<file path="config.mk">
export PLATFORM = sky130hd
export DESIGN_NAME = fetch_unit
export DESIGN_NICKNAME = d
export VERILOG_FILES = /design/src/rtl/fetch_unit.sv
export SDC_FILE = /design/constraint.sdc
export NUM_CORES = 1
export LEC_CHECK = 0
export CAP_MARGIN = 20
export CELL_PAD_IN_SITES_DETAIL_PLACEMENT = 0
export CELL_PAD_IN_SITES_GLOBAL_PLACEMENT = 1
export CORE_MARGIN = 2
export CORE_UTILIZATION = 30
export CTS_BUF_LIST = sky130_fd_sc_hd__clkbuf_2
export DETAILED_ROUTE_END_ITERATION = 10
export DONT_BUFFER_PORTS = 1
export PLACE_DENSITY = 0.6
export SLEW_MARGIN = 20
export SYNTH_ARGS = -nofsm -noshare
export SYNTH_HDL_FRONTEND = slang
export SYNTH_SLANG_ARGS = --single-unit
</file>
<file path="constraint.sdc">
create_clock -name clk -period 9.4 [get_ports clk]
set_input_delay 2.35 -clock clk [delete_from_list [all_inputs] [get_ports clk]]
set_output_delay 2.35 -clock clk [all_outputs]
set_load 0.1 [all_outputs]
</file>
<file path="src/rtl/fetch_unit.sv">
`default_nettype none
// ============================================================================
// Module      : fetch_unit
// Description : Instruction fetch stage. Issues one word-aligned read per
//               cycle to a single-cycle memory, queues returned words with
//               their PC and hands them to decode over valid/ready. Branch
//               redirects flush the queue and the outstanding read.
// Revision    : 1.0 - initial release
// ============================================================================
module fetch_unit #(
  parameter logic [31:0] RESET_PC = 32'h0000_2000,
  parameter int unsigned DEPTH    = 4
) (
  input  logic        clk,
  input  logic        rst_n,
  output logic [31:0] mem_addr,
  output logic        mem_wr,
  output logic [31:0] mem_data_in,
  input  logic [31:0] mem_data_out,
  input  logic        mem_data_valid,
  input  logic        branch_valid,
  input  logic [31:0] branch_target,
  input  logic        dec_ready,
  output logic        dec_valid,
  output logic [31:0] dec_instr,
  output logic [31:0] dec_pc,
  output logic        fetch_issue
);

  localparam int unsigned     PTR_W       = (DEPTH > 1) ? $clog2(DEPTH) : 1;
  localparam int unsigned     CNT_W       = PTR_W + 1;
  localparam logic [CNT_W-1:0] DEPTH_CNT  = CNT_W'(DEPTH);
  localparam logic [31:0]     RESET_PC_AL = {RESET_PC[31:2], 2'b00};

  typedef enum logic [1:0] {
    BOOT = 2'd0,
    RUN  = 2'd1,
    WAIT = 2'd2
  } state_e;

  state_e            state_q, state_d;
  logic [31:0]       pc_q, pc_d;
  logic              inflight_q, inflight_d;
  logic [31:0]       inflight_pc_q, inflight_pc_d;
  logic [CNT_W-1:0]  count_q, count_d;
  logic [PTR_W-1:0]  rd_ptr_q, wr_ptr_q;
  logic [31:0]       instr_mem_q [DEPTH];
  logic [31:0]       pc_mem_q    [DEPTH];

  logic [CNT_W-1:0]  occ;
  logic              not_empty;
  logic              issue;
  logic              push;
  logic              pop;

  // Branch target low bits are don't-care; fold them into a sink.
  logic unused_target_bits;
  assign unused_target_bits = ^branch_target[1:0];

  // Fetch never writes memory.
  assign mem_wr      = 1'b0;
  assign mem_data_in = 32'h0;

  // Queue head drives decode straight from storage; a redirect masks valid.
  assign dec_valid   = not_empty && !branch_valid;
  assign dec_instr   = instr_mem_q[rd_ptr_q];
  assign dec_pc      = pc_mem_q[rd_ptr_q];
  assign fetch_issue = issue;

  // Next-state, issue decision, push/pop and memory address selection.
  always_comb begin
    state_d       = state_q;
    pc_d          = pc_q;
    inflight_d    = inflight_q;
    inflight_pc_d = inflight_pc_q;
    count_d       = count_q;
    issue         = 1'b0;
    mem_addr      = pc_q;

    // Occupancy counts the outstanding read so the queue can never overflow.
    occ       = count_q + {{PTR_W{1'b0}}, inflight_q};
    not_empty = (count_q != '0);
    pop       = not_empty && dec_ready && !branch_valid;
    push      = inflight_q && mem_data_valid && !branch_valid;

    case (state_q)
      BOOT: begin
        state_d = RUN;
      end
      RUN: begin
        if (inflight_q && !mem_data_valid) begin
          // Response is late: keep presenting the outstanding address.
          mem_addr = inflight_pc_q;
          state_d  = WAIT;
        end else if (!branch_valid &&
                     ((occ < DEPTH_CNT) || ((occ == DEPTH_CNT) && pop))) begin
          issue = 1'b1;
        end
      end
      WAIT: begin
        mem_addr = inflight_pc_q;
        if (mem_data_valid) begin
          state_d = RUN;
        end
      end
      default: begin
        state_d = BOOT;
      end
    endcase

    if (inflight_q && mem_data_valid) begin
      inflight_d = 1'b0;
    end
    if (issue) begin
      inflight_d    = 1'b1;
      inflight_pc_d = pc_q;
      pc_d          = pc_q + 32'd4;
    end

    if (push && !pop) begin
      count_d = count_q + 1'b1;
    end else if (!push && pop) begin
      count_d = count_q - 1'b1;
    end

    // Redirect overrides everything: flush queue and outstanding read.
    if (branch_valid) begin
      inflight_d = 1'b0;
      pc_d       = {branch_target[31:2], 2'b00};
      count_d    = '0;
      state_d    = RUN;
    end
  end

  // Control state, PC tracking and queue pointers.
  always_ff @(posedge clk) begin
    if (!rst_n) begin
      state_q       <= BOOT;
      pc_q          <= RESET_PC_AL;
      inflight_q    <= 1'b0;
      inflight_pc_q <= RESET_PC_AL;
      count_q       <= '0;
      rd_ptr_q      <= '0;
      wr_ptr_q      <= '0;
    end else begin
      state_q       <= state_d;
      pc_q          <= pc_d;
      inflight_q    <= inflight_d;
      inflight_pc_q <= inflight_pc_d;
      count_q       <= count_d;
      if (branch_valid) begin
        rd_ptr_q <= '0;
        wr_ptr_q <= '0;
      end else begin
        if (push) begin
          wr_ptr_q <= wr_ptr_q + 1'b1;
        end
        if (pop) begin
          rd_ptr_q <= rd_ptr_q + 1'b1;
        end
      end
    end
  end

  // Queue storage; cleared on reset so decode outputs read zero.
  always_ff @(posedge clk) begin
    if (!rst_n) begin
      for (int unsigned i = 0; i < DEPTH; i++) begin
        instr_mem_q[PTR_W'(i)] <= '0;
        pc_mem_q[PTR_W'(i)]    <= '0;
      end
    end else if (push) begin
      instr_mem_q[wr_ptr_q] <= mem_data_out;
      pc_mem_q[wr_ptr_q]    <= inflight_pc_q;
    end
  end

  // The issue rule must make a push into a full queue impossible.
  full_push_chk : assert property (@(posedge clk) disable iff (!rst_n)
    !(push && !pop && (count_q == DEPTH_CNT)));

endmodule
`default_nettype wire

</file>
Word level (Yosys, flattened, before mapping)
Memory sizes are Yosys's and may differ from the RTL's. A register that Yosys moved wholly into a read port is not among the register bits.
Index checks and enable logic that the tools add are counted.
Widths: inputs -> output; s select.
{ "op_classes": {"add_sub_neg": 6, "mux": 29, "n_reduce_logical": 25, "order_cmp": 1, "eq_ne": 7, "bitwise_logic": 1} }
{ "op_table": {"columns": ["cell", "n"], "rows": [
  ["$mux 32", 5],
  ["$pmux 32 s2", 1],
  ["$reduce_or 32->1", 2],
  ["$add 32x3->32 const B", 1],
  ["$mux 2", 8],
  ["$mux 1", 12],
  ["$logic_and 1x1->1", 10],
  ["$mux 3", 2],
  ["$ne 3x3->1 const B", 2],
  ["$pmux 2 s3", 1],
  ["$reduce_bool 2->1", 3],
  ["$add 2x1->2 const B", 2],
  ["$logic_not 1->1", 4],
  ["$ne 2x2->1 const B", 2],
  ["$reduce_and 2->1", 2],
  ["$add 3x1->3", 1],
  ["$add 3x1->3 const B", 1],
  ["$eq 3x3->1 const B", 1],
  ["$lt 3x3->1 const B", 1],
  ["$reduce_bool 3->1", 1],
  ["$sub 3x1->3 const B", 1],
  ["$eq 2x1->1 const B", 1],
  ["$eq 2x2->1 const B", 1],
  ["$logic_not 2->1", 1],
  ["3 further kinds", 3]
]} }
{ "totals": {"ram_bits": 256, "input_bits": 69, "regBits": 74, "wordCells": 80, "memories": 2} }
{ "mem_list": {"columns": ["memory", "words", "width", "read_ports", "rd_ports_with_merged_regs", "write_ports", "line", "text"], "rows": [
  ["instr_mem_q", 4, 32, 1, 1, 4, "47", "logic [31:0] instr_mem_q [DEPTH];"],
  ["pc_mem_q", 4, 32, 1, 1, 4, "48", "logic [31:0] pc_mem_q [DEPTH];"]
]} }

Depth between registers and ports, before layout
{ "depth": {"depth_word": 11, "ltp_mapped": 9} }

Least setup slack after synthesis
Ideal clock, no wire load.
{ "synth_path": {"path_kind": "input to register", "from": "in branch_valid", "to": "mem instr_mem_q[0][0], enable pin", "t_arrival_ns": 8.886, "setup_ns": 0.652, "slack_ns": -0.137, "required_time_ns": 8.748, "n_path_buf": 1, "path_stages": 2, "cell_sequence": "clkbuf_1 -> o41ai_1"} }
{ "synth_rtl": {"columns": ["element", "line", "text"], "rows": [
  ["start: declaration", "21", "input logic branch_valid,"],
  ["end: declaration", "47", null]
]} }

Worst setup path in the final report
{ "layout_path": {"from": "in mem_data_valid", "to": "out mem_addr[16]"} }
{ "layout_via": {"elab_chain_len": 4} }
{ "layout_lines": {"columns": ["element", "line", "text"], "rows": [
  ["start: declaration", "20", "input logic mem_data_valid,"],
  ["$logic_not 1->1", "91", "if (inflight_q && !mem_data_valid) begin"],
  ["$logic_and 1x1->1", "91", null],
  ["$mux 32", "91", null],
  ["$pmux 32 s2", "86", "case (state_q)"],
  ["end: declaration", "16", "output logic [31:0] mem_addr,"]
]} }
No other way between the ends.

==> run summary <==
Reg-to-Reg Start = inflight_q
Die X = 224 µm
Multi-input gate area = 5230 µm²
post-DP HPWL = 22300 µm
Setup CP Type = in2out
status = finished clean
Post-synth top cells = 248 x and2_1, 248 x edfxtp_1, 82 x nand2_1, 72 x dfxtp_1, 64 x clkbuf_1
mux cell area share after synthesis = 9.84%
Total GRT Usage = 15.5%
Avg WL per Cell = 21.0 µm
slew of the pin with the lowest slew margin = 1.08 ns
clock skew = 0.0792 ns
synthesized flop and latch total = 320
initial antenna violation count = 2
Clock power frac = 33.5%
clk root buf = clkbuf_2
FMAX = 0.146 GHz
most used flip-flop cell after synthesis = edfxtp_1
drt pass-1 iters = 5
Hold Startpoint = inflight_pc_q[29]
Synth Area in Compound Gates = 5.95%
pwr/cell area = 184 nW/µm²
Final setup viols = 0
Rows = 80
area leader, netlist = edfxtp_1
DP Worst Slack = 2.52 ns
Sink Count = 320
placed cell area = 15100 µm²
simple-gate area share of the yosys netlist = 16.6%
Worst Path Required = 7.05 ns
largest fanout on the critical path = 25
TritonCTS buffer count = 90
Int Power = 0.00199 W
I/O pin cnt = 200
RSZ-0062 raised after global routing = false
clk_lat worst skew = 1.01 ns
remaining global-route overflow = 0
critical path startpoint category = input port
Fin Hold WS = 0.517 ns
Post-Synth XOR/XNOR Area = 1.33%
Tcrit/Tclk final = 72.9%
number of max-cap violations = 0
combinational power share = 11.5%
Post-Synthesis Cells = 1100
core area = 47700 µm²
number of DRC markers in iteration 0 = 492
maximum vdd drop = 86.9 µV
synth warn = 0
Die Area = 50100 µm²
CTS tree = built
Vert. Die Dim = 224 µm
async set or reset register ratio after synthesis = 0%
maximum clock path buffer count = 3
Crit path top cell by count = nand2_1
CP max stage cell = a22o_1
gpl congestion = 0.729
fin. max-slew vios = 0
Critical path origin = mem_data_valid
fillcell total = 4769
Final WS setup = 2.55 ns
Crit. End Element = primary output
port buffer count = 0
minimum clock period = 6.85 ns
global-route wire length before repair = 57400 µm
Detail Route Antenna Nets = 0
clock-pin slew on the worst setup and hold paths = 0.09 ns
drt drc = 0
largest family of logic cells by synthesized area = simple AND/OR/NAND/NOR gates
EDFF count, synth = 248
sw frac = 31.7%
Reg area = 8900 µm²
Hold Crit Class = reg2reg
Max-slew headroom = 28.1%
number of global-route vias before repair = 9140
Post-CTS Setup Repair Bufs = 0
crit-path cells = nand2b_1 > nand2_1 > nand2_1 > buf_4 > a22o_1
Via density = 4.78
post-synth cell types = 47
Critical Path AT = 4.50 ns
Design Area, Final = 15900 µm²
layout cells sized above 1 = 19.5%
Total Wirelength = 38300 µm
pin count of the biggest net entering global routing = 63
area fraction of the dominant cell type after synthesis = 51.4%
Seq pwr share = 55.0%
sequential area share after synthesis = 61.3%
hold-fix buffers at CTS = 0
syn avg cell area = 13.2 µm²
Synth-to-Final Area Change = 9.39%
Mapped Area = 14500 µm²
switching power total = 0.000924 W
htree depth = 3
Initial Utilization = 30.4%
Design Power = 0.00291 W
adder-cell share of the synthesized area = 0.828%
Worst path max stage delay = 0.86 ns
Area contributors post-synth = edfxtp_1 51%, and2_1 11%, dfxtp_1 9.9%
total negative setup slack = 0 ns
nets = 1213
Fin. Hold Viols = 0
cts repair resizes = 0
number of vias in the routed layout = 8698
Leakage = 5.61 nW
[routing by layer]
| metal | GRT usage, % | part of all wire (%) | vias to the layer above |
|---|---|---|---|
| met5 | 0.684 | 0.12 | - |
| met4 | 5.83 | 1.9 | 2 |
| met3 | 5.08 | 7.1 | 53 |
| met2 | 24.8 | 47 | 263 |
| met1 | 19.5 | 44 | 4292 |
| li1 | - | - | 4088 |
[flip-flops by register name, indices dropped and copies added (netlist names), named ones only]
name and cells:
pc_mem_q 120, state_q 2, instr_mem_q 128, inflight_q 1, count_q 3, inflight_pc_q 30
pc_q 30, rd_ptr_q 2, wr_ptr_q 2
[final cells by class]
type / count / share of cell area (%)
Antenna cell: 6 / 0.0947
Clock buffer: 137 / 4.32
Clock inverter: 18 / 0.442
Inverter: 10 / 0.237
Multi-Input combinational cell: 695 / 33.0
Sequential cell: 320 / 56.1
Tap cell: 615 / 4.85
Timing Repair Buffer: 18 / 0.978
[stage by stage]
stage | std cells | util [%]
CTS | 1812 | 33.1
floorplan | 1136 | -
global route | 1815 | 33.2
detailed placement | 1657 | 31.5
finish | 1819 | 33.2
global placement | 1657 | 31.5
[power groups by stage]
stage	Combinational [W]	Clock, W	Sequential [W]
CTS	0.000339	0.00103	0.00160
global route	0.000350	0.00109	0.00161
finish	0.000336	0.000977	0.00160
floorplan	0.000315	0	0.00162
global placement	0.000338	0	0.00163
detailed placement	0.000339	0	0.00164
[cell families after synthesis]
family,count (synthesis)
AND/OR/NAND/NOR,424
adder cells (fa/ha/maj),9
buffers and inverters,121
flip-flops,320
other,1
XOR/XNOR,22
multiplexers,65
AO/OA/AOI/OAI,138
[worst max-delay path: cells and delay by family]
family,cells,cell delay (ns)
AO/OA/AOI/OAI,1,0.86
buffers and inverters,1,0.36
AND/OR/NAND/NOR,3,0.90
[layout by cell type (no fill, tap or decap), drive strengths merged, types with 2 or more instances in the layout]
cell and n:
diode 6, mux2i 3, and3 3, nand3 15, xor2 11, or3 10, o211ai 2, nor4 10
nor4b 2, inv 10, o21ai 33, conb 37, or4 6, nor2b 3, a31oi 12, and2 249
nor3 8, a21oi 48, clkinv 18, mux4 62, a22o 30, nor2 16, and4 5, o311ai 2
a211oi 3, clkbuf 137, dfxtp 72, nand4 9, nand2 82, ha 8, xnor2 11, o31ai 4
buf 18, nand2b 3, edfxtp 248
[worst paths after layout]
path	end	slack [ns]	depth (start not counted)
setup / recovery	mem_addr[16]	2.55	5
hold / removal	inflight_pc_q[29]	0.52	2
setup reg to reg	pc_q[25]	6.16	7
hold reg to reg	inflight_pc_q[29]	0.52	2
(Power assumes the default switching activity.)
